--- config.mk ---
export PLATFORM = sky130hd
export DESIGN_NAME = mux_serializer_ctrl
export DESIGN_NICKNAME = d
export VERILOG_FILES = /design/src/rtl/mux_serializer_ctrl.sv
export SDC_FILE = /design/constraint.sdc
export NUM_CORES = 1
export LEC_CHECK = 0
export BUFFER_PORTS_ARGS = -buffer_cell sky130_fd_sc_hd__buf_4
export CAP_MARGIN = 10
export CORE_MARGIN = 2
export CORE_UTILIZATION = 52
export DETAILED_ROUTE_END_ITERATION = 6
export GPL_TIMING_DRIVEN = 0
export PLACE_DENSITY = 0.77
export SYNTH_ARGS = -nofsm -noshare
export SYNTH_HDL_FRONTEND = slang
export SYNTH_SLANG_ARGS = --single-unit
--- constraint.sdc ---
create_clock -name clk -period 2.4 [get_ports clk]
set_input_delay 0.36 -clock clk [delete_from_list [all_inputs] [get_ports clk]]
set_output_delay 0.36 -clock clk [all_outputs]
set_load 0.05 [all_outputs]
--- src/rtl/mux_serializer_ctrl.sv ---
// Parallel-to-serial controller for the 4:1 bit mux: latches a word, walks the mux
// select through all four positions with a programmable dwell, and registers q as a strobed stream.
module mux_serializer_ctrl #(
    parameter int unsigned DWELL = 1
) (
    input  logic       clk,
    input  logic       rst,
    input  logic       in_valid,
    output logic       in_ready,
    input  logic [3:0] in_data,
    input  logic       msb_first,
    output logic [1:0] select,
    output logic [3:0] d,
    input  logic       q,
    output logic       ser_out,
    output logic       ser_valid,
    output logic       frame_start,
    output logic       done,
    output logic       busy
);

    localparam logic [0:0] StIdle    = 1'b0;
    localparam logic [0:0] StShift   = 1'b1;
    localparam logic [7:0] DwellLast = 8'(DWELL - 1);

    logic [0:0] state_q;
    logic [7:0] dwell_cnt_q;
    logic [1:0] bit_idx_q;
    logic       order_q;

    logic bit_end;
    logic last_bit;
    logic accept;

    assign bit_end  = (state_q == StShift) && (dwell_cnt_q == DwellLast);
    assign last_bit = bit_end && (bit_idx_q == 2'd3);
    // A new word may be taken on the same edge that samples the final bit.
    assign in_ready = !rst && ((state_q == StIdle) || last_bit);
    assign accept   = in_valid && in_ready;
    assign busy     = (state_q == StShift);

    always_ff @(posedge clk) begin
        if (rst) begin
            state_q     <= StIdle;
            dwell_cnt_q <= 8'd0;
            bit_idx_q   <= 2'd0;
            order_q     <= 1'b0;
            select      <= 2'd0;
            d           <= 4'd0;
            ser_out     <= 1'b0;
            ser_valid   <= 1'b0;
            frame_start <= 1'b0;
            done        <= 1'b0;
        end else begin
            ser_valid   <= 1'b0;
            frame_start <= 1'b0;
            done        <= 1'b0;

            if (state_q == StShift) begin
                dwell_cnt_q <= dwell_cnt_q + 8'd1;
                if (bit_end) begin
                    ser_out     <= q;
                    ser_valid   <= 1'b1;
                    frame_start <= (bit_idx_q == 2'd0);
                    done        <= (bit_idx_q == 2'd3);
                    dwell_cnt_q <= 8'd0;
                    bit_idx_q   <= bit_idx_q + 2'd1;
                    // The final position is held into IDLE rather than wrapping.
                    if (last_bit) begin
                        state_q <= StIdle;
                    end else begin
                        select <= order_q ? (select - 2'd1) : (select + 2'd1);
                    end
                end
            end

            // Accept overrides the bit-end bookkeeping when frames run back to back.
            if (accept) begin
                d           <= in_data;
                order_q     <= msb_first;
                select      <= msb_first ? 2'd3 : 2'd0;
                dwell_cnt_q <= 8'd0;
                bit_idx_q   <= 2'd0;
                state_q     <= StShift;
            end
        end
    end

endmodule

* Word level (Yosys, flattened, before mapping)
Index checks and enable logic that the tools add are counted.
** Cells by class
- Add/sub/neg operators :: 4
- Bitwise gates (word level) :: 2
- Reductions and logical operators :: 15
- Mux-type cells :: 12
- Equality and inequality tests :: 2
** Operators by type and width (number)
- $mux W2 :: 6
- $add A8 B1 Y8 const B :: 1
- $logic_not A8 Y1 :: 1
- $mux W8 :: 1
- $mux W1 :: 5
- $add A2 B1 Y2 const B :: 2
- $logic_and A1 B1 Y1 :: 4
- $reduce_bool A2 Y1 :: 2
- $reduce_or A2 Y1 :: 2
- $reduce_and A3 Y1 :: 1
- $reduce_or A3 Y1 :: 1
- $eq A2 B2 Y1 const B :: 1
- $logic_not A2 Y1 :: 1
- $ne A2 B1 Y1 const B :: 1
- $not A1 Y1 :: 2
- $reduce_and A2 Y1 :: 1
- $sub A2 B1 Y2 const B :: 1
- $logic_not A1 Y1 :: 1
- $logic_or A1 B1 Y1 :: 1
** Word-level totals
- Output and inout port bits :: 12
- Input port bits :: 9
- Logic and storage cells :: 45
- Bits in registers :: 22

* Depth between registers and ports, before layout
- Depth in word-level cells :: 8
- Mapped depth :: 7

* Worst setup path after synthesis
No wires, ideal clock.
- Kind :: reg2out
- Start point :: register dwell_cnt_q[0]
- End point :: output in_ready
- Data arrival time :: 1.689 ns
- Slack :: 0.351 ns
- Buffers on the path :: 0
- Required time :: 2.040 ns
- Cell stages (with the launch flop) :: 6
- Cells stage by stage :: dfxtp_1 -> inv_1 -> ha_1 -> or4b_4 -> o21ai_4 -> and2_1
** Between the ends
- Longest elaborated chain between the ends :: 5
** Ends and longest elaborated chain
- start, declared :: RTL line 27 : logic [7:0] dwell_cnt_q;
- start signal, assigned :: RTL line 60 : dwell_cnt_q <= dwell_cnt_q + 8'd1;
- $logic_not A8 Y1 :: RTL line 35 : assign bit_end = (state_q == StShift) && (dwell_cnt_q == DwellLast);
- $logic_and A1 B1 Y1 :: RTL line 35
- $logic_and A1 B1 Y1 :: RTL line 36 : assign last_bit = bit_end && (bit_idx_q == 2'd3);
- $logic_or A1 B1 Y1 :: RTL line 38 : assign in_ready = !rst && ((state_q == StIdle) || last_bit);
- $logic_and A1 B1 Y1 :: RTL line 38
- end, declared :: RTL line 9 : output logic in_ready,
No other way between the ends.

* Worst setup path in the final report
- Start point :: register bit_idx_q[1]
- End point :: output in_ready
** Between the ends
- Longest elaborated chain between the ends :: 4
** Ends and longest elaborated chain
- start, declared :: RTL line 28 : logic [1:0] bit_idx_q;
- start signal, assigned :: RTL line 67 : bit_idx_q <= bit_idx_q + 2'd1;
- $eq A2 B2 Y1 :: RTL line 36
- $logic_and A1 B1 Y1 :: RTL line 36
- $logic_or A1 B1 Y1 :: RTL line 38
- $logic_and A1 B1 Y1 :: RTL line 38
No other way between the ends.

==> flow_summary.html <==
<table>
<tr><th>Metric</th><th>Value</th></tr>
<tr><th colspan="2">GRT</th></tr>
<tr><td>Antenna violations before repair</td><td>0</td></tr>
<tr><td>Vias in the first global route</td><td>between 700 and 800</td></tr>
<tr><td>First-pass GRT wire length</td><td>3070 µm</td></tr>
<tr><td>Maximum number of pins on one net before global-route repair</td><td>12</td></tr>
<tr><td>Total grt overflow</td><td>0</td></tr>
<tr><td>Aggregate global-route resource usage</td><td>19.1%</td></tr>
<tr><th colspan="2">Worst setup path</th></tr>
<tr><td>Biggest fanout along the worst timing path</td><td>4</td></tr>
<tr><td>Cell at the slowest stage of the critical path</td><td>or4b_4</td></tr>
<tr><td>RR Endpoint</td><td>d[0]$_SDFFE_PP0P_</td></tr>
<tr><td>CP Launch Point</td><td>bit_idx_q[1]$_SDFFE_PP0P_</td></tr>
<tr><td>Ordered cell list for the critical path</td><td>ha_2 -&gt; or4b_4 -&gt; o21ai_4 -&gt; and2_1 -&gt; buf_4</td></tr>
<tr><td>FF-to-FF path depth</td><td>6</td></tr>
<tr><td>Critical path data required time</td><td>2040 ps</td></tr>
<tr><td>R2r startpoint</td><td>bit_idx_q[1]$_SDFFE_PP0P_</td></tr>
<tr><td>Critical setup path kind</td><td>flip-flop to output pin</td></tr>
<tr><td>CP peak stage delay</td><td>480 ps</td></tr>
<tr><td>Slack of the worst reg-to-reg path</td><td>480 ps</td></tr>
<tr><td>Capture point of the critical path</td><td>in_ready</td></tr>
<tr><td>Arrival time worst endpoint</td><td>1940 ps</td></tr>
<tr><td>Type of element launching the critical path</td><td>flip-flop</td></tr>
<tr><td>CP endpoint kind</td><td>output pin</td></tr>
<tr><th colspan="2">Logic synthesis</th></tr>
<tr><td>Leading register cell type out of synthesis</td><td>dfxtp_1</td></tr>
<tr><td>Cell taking the most area after synthesis</td><td>dfxtp_1</td></tr>
<tr><td>#FFs+latches synth</td><td>22</td></tr>
<tr><td>Number of distinct library cells after synthesis</td><td>28</td></tr>
<tr><td>Synth top area cells</td><td>dfxtp_1, xnor2_1, mux2_4</td></tr>
<tr><td>Number of standard cells after synthesis</td><td>102</td></tr>
<tr><td>Asr flop ratio synth</td><td>0%</td></tr>
<tr><td>Portion of synthesized cell area occupied by the leading cell type</td><td>between 40% and 50%</td></tr>
<tr><td>Leading post-synthesis cells by instance count</td><td>dfxtp_1, nor2_1, inv_1, xnor2_1, nand3_1</td></tr>
<tr><td>Synthesized area divided by synthesized cell count</td><td>9.81 µm²</td></tr>
<tr><td>Most repeated cell in the gate-level netlist after synthesis</td><td>dfxtp_1</td></tr>
<tr><td>Number of warnings printed during yosys synthesis</td><td>0</td></tr>
<tr><td>Cell area after synthesis</td><td>1000 µm²</td></tr>
<tr><td>Number of synthesized flops with an enable pin</td><td>0</td></tr>
<tr><td>Sequential cell area fraction in the yosys report</td><td>44.0%</td></tr>
<tr><td>Post-Syn Nets</td><td>115</td></tr>
<tr><th colspan="2">Clocking</th></tr>
<tr><td>Clk_lat worst skew</td><td>roughly 300 ps</td></tr>
<tr><td>Max clock buf depth</td><td>2</td></tr>
<tr><td>Number of clock buffers inserted by TritonCTS</td><td>3</td></tr>
<tr><td>H-tree lvl count</td><td>1</td></tr>
<tr><td>Clock transition at the registers of the reported paths</td><td>110 ps</td></tr>
<tr><td>Clock Sinks</td><td>22</td></tr>
<tr><td>Root buffer cell</td><td>clkbuf_4</td></tr>
<tr><td>Clock tree from TritonCTS</td><td>built</td></tr>
<tr><th colspan="2">Layout</th></tr>
<tr><td>Core utilization of the finished layout</td><td>69.1%</td></tr>
<tr><td>Diodes inserted</td><td>0</td></tr>
<tr><td>Final cell area excluding filler cells</td><td>1220 µm²</td></tr>
<tr><td>Fin nets</td><td>141</td></tr>
<tr><td>Share of post-route cells with drive strength above 1</td><td>28.6%</td></tr>
<tr><td>Multi-input gate area in the final layout</td><td>528 µm²</td></tr>
<tr><td>Sequential cell area</td><td>440 µm²</td></tr>
<tr><td>Fill count</td><td>141</td></tr>
<tr><td>Area growth syn-to-layout</td><td>21.8%</td></tr>
<tr><th colspan="2">Power</th></tr>
<tr><td>Post-route total power</td><td>0.719 mW</td></tr>
<tr><td>Pwr Density</td><td>around 590 nW/µm²</td></tr>
<tr><td>Internal power</td><td>0.506 mW</td></tr>
<tr><td>Clock power frac</td><td>between 20% and 30%</td></tr>
<tr><td>Largest vdd supply drop</td><td>493 µV</td></tr>
<tr><td>Net switching power of the design</td><td>roughly 0.21 mW</td></tr>
<tr><td>Switching share of total power</td><td>29.7%</td></tr>
<tr><td>Logic gate share of total power</td><td>22.8%</td></tr>
<tr><td>Relative contribution of sequential cells to total power</td><td>54.8%</td></tr>
<tr><td>Leak pwr</td><td>0.511 nW</td></tr>
<tr><th colspan="2">Placement</th></tr>
<tr><td>Placed wire-length estimate after detailed placement</td><td>1310 µm</td></tr>
<tr><td>GP Congestion</td><td>0.813</td></tr>
<tr><td>Post-Place Cell Area</td><td>1170 µm²</td></tr>
<tr><td>Post-placement setup slack</td><td>between 300 and 400 ps</td></tr>
<tr><td>Count of input and output buffers</td><td>19</td></tr>
<tr><th colspan="2">Timing</th></tr>
<tr><td>Post-route setup TNS</td><td>0 ps</td></tr>
<tr><td>Post-layout minimum cycle time</td><td>around 2300 ps</td></tr>
<tr><td>Tcrit/Tclk final</td><td>96.0%</td></tr>
<tr><td>Worst setup slack after layout</td><td>96.0 ps</td></tr>
<tr><td>Highest Clock Rate</td><td>approximately 430 MHz</td></tr>
<tr><td>Clock skew</td><td>1.24 ps</td></tr>
<tr><td>Worst slew margin relative to its limit</td><td>68.7%</td></tr>
<tr><td>Final Slew Violations</td><td>0</td></tr>
<tr><td>Final number of hold-violating endpoints</td><td>0</td></tr>
<tr><td>Setup repair after global routing missed its margin</td><td>false</td></tr>
<tr><td>Final setup violating endpoints</td><td>0</td></tr>
<tr><td>Tightest Pin Transition</td><td>between 400 and 500 ps</td></tr>
<tr><th colspan="2">Floorplanning</th></tr>
<tr><td>Std-Cell Core Area</td><td>between 1500 and 2000 µm²</td></tr>
<tr><td>Overall die area</td><td>2290 µm²</td></tr>
<tr><td>Chip height</td><td>~48 µm</td></tr>
<tr><td>Starting Density</td><td>56.7%</td></tr>
<tr><td>I/O pin total</td><td>21</td></tr>
<tr><td>Die Width</td><td>47.9 µm</td></tr>
<tr><td>Row cnt</td><td>15</td></tr>
<tr><th colspan="2">Routing</th></tr>
<tr><td>Number of violations reported at the end of detailed-routing iteration 0</td><td>13</td></tr>
<tr><td>WL final</td><td>1840 µm</td></tr>
<tr><td>First-pass iteration count of the detailed router</td><td>4</td></tr>
<tr><td>Average wire length per cell after detail routing</td><td>approximately 12 µm</td></tr>
<tr><td>Post-route DRC violation count</td><td>0</td></tr>
<tr><td>Post-detailed-route via-to-cell ratio</td><td>5.00</td></tr>
<tr><td>Detail Route Antenna Nets</td><td>0</td></tr>
<tr><td>Vias</td><td>755</td></tr>
<tr><th colspan="2">Min path</th></tr>
<tr><td>Worst hold path class</td><td>input pin to flip-flop</td></tr>
<tr><td>Cell depth of the worst hold path</td><td>2</td></tr>
<tr><th colspan="2">Status</th></tr>
<tr><td>Result of the run</td><td>complete, no violations</td></tr>
<tr><th colspan="2">Job</th></tr>
<tr><td>Maxcap violations</td><td>0</td></tr>
</table>
[placed cells by master, fill, tap and decap left out, types with 2 or more instances in the layout]
cell,Yosys,final
clkbuf_1,2,2
nand4_1,2,2
dfxtp_1,22,22
nor3_1,3,3
a21oi_1,3,3
xor2_1,3,3
nor2_1,13,13
inv_1,7,7
xnor2_1,7,7
or4b_4,1,2
nor2b_1,4,4
ha_1,4,3
clkbuf_4,0,3
mux2i_1,2,2
buf_4,0,21
o21ai_0,2,2
nand3_1,5,5
nand2b_1,2,2
mux2_4,4,4
and2_1,3,3
nand2_1,3,3
[metrics by stage]
| step | cells | hold WS [ps] |
|---|---|---|
| final | 151 | 276 |
| after global routing | 151 | 255 |
| after CTS | 149 | 266 |
| after detailed placement | 146 | 484 |
| after global placement | 146 | 472 |
| after floorplan | 102 | 458 |
[worst max-delay path: cells and delay by family (launching register included)]
kind,cells,cell delay (ps)
compound gates,1,200
buf+inv,1,190
flops,1,380
simple gates,2,640
fa+ha+maj,1,230
[per-layer routing]
metal / global-route usage [%] / vias up / part of all wire [%] / routed length, µm
li1: - / 386 / - / -
met1: 24.0 / 339 / 46 / 854
met2: 32.3 / 26 / 47 / 865
met3: 3.77 / 4 / 4.8 / 89
met4: 6.49 / 0 / 1.6 / 29
met5: 0 / - / 0 / 0
[layout make-up]
type                       count  share of cell area [%]
multi-input combinational     70                    43.3
sequential                    22                    36.1
timing repair buffer          21                    12.9
tap                           25                    2.57
inverter                       7                    2.16
clock buffer                   3                    1.85
buffer                         3                    1.03
[worst min path at each step]
stage,from,to,slack [ps]
6_report,in_data[1],d[1]$_SDFFE_PP0P_,280
3_3_place_gp,order_q$_SDFFE_PP0P_,order_q$_SDFFE_PP0P_,470
5_1_grt,in_data[3],d[3]$_SDFFE_PP0P_,250
4_1_cts,in_data[1],d[1]$_SDFFE_PP0P_,270
3_5_place_dp,order_q$_SDFFE_PP0P_,order_q$_SDFFE_PP0P_,480
2_1_floorplan,order_q$_SDFFE_PP0P_,order_q$_SDFFE_PP0P_,460
[repair_timing]
action	in CTS	in global routing
hold endpoints to repair	0	0
setup buffers	0	2
endpoints found under the setup margin	0	1
hold buffers	0	0
resized for setup	0	2
[power by group through the flow]
| stage | clock [mW] | sequential [mW] | combinational [mW] |
|---|---|---|---|
| after global placement | 0 | 0.401 | 0.156 |
| after detailed placement | 0 | 0.402 | 0.160 |
| after global routing | 0.188 | 0.397 | 0.174 |
| final | 0.161 | 0.394 | 0.164 |
| after floorplan | 0 | 0.447 | 0.0692 |
| after CTS | 0.168 | 0.394 | 0.160 |
[cell families after synthesis]
kind of cell / after synthesis / share of synthesized area, %
xor+xnor: 10 / 8.75
fa+ha+maj: 4 / 5.00
flops: 22 / 44.0
compound gates: 9 / 6.62
buf+inv: 10 / 3.88
mux: 6 / 8.00
simple gates: 41 / 23.7
[state kept, by name (all words and copies together), names as in the netlist]
name         count
bit_idx_q        2
busy             1
d                4
done             1
dwell_cnt_q      8
frame_start      1
order_q          1
select           2
ser_out          1
ser_valid        1
Note: power is estimated with default switching activity, not from simulation.
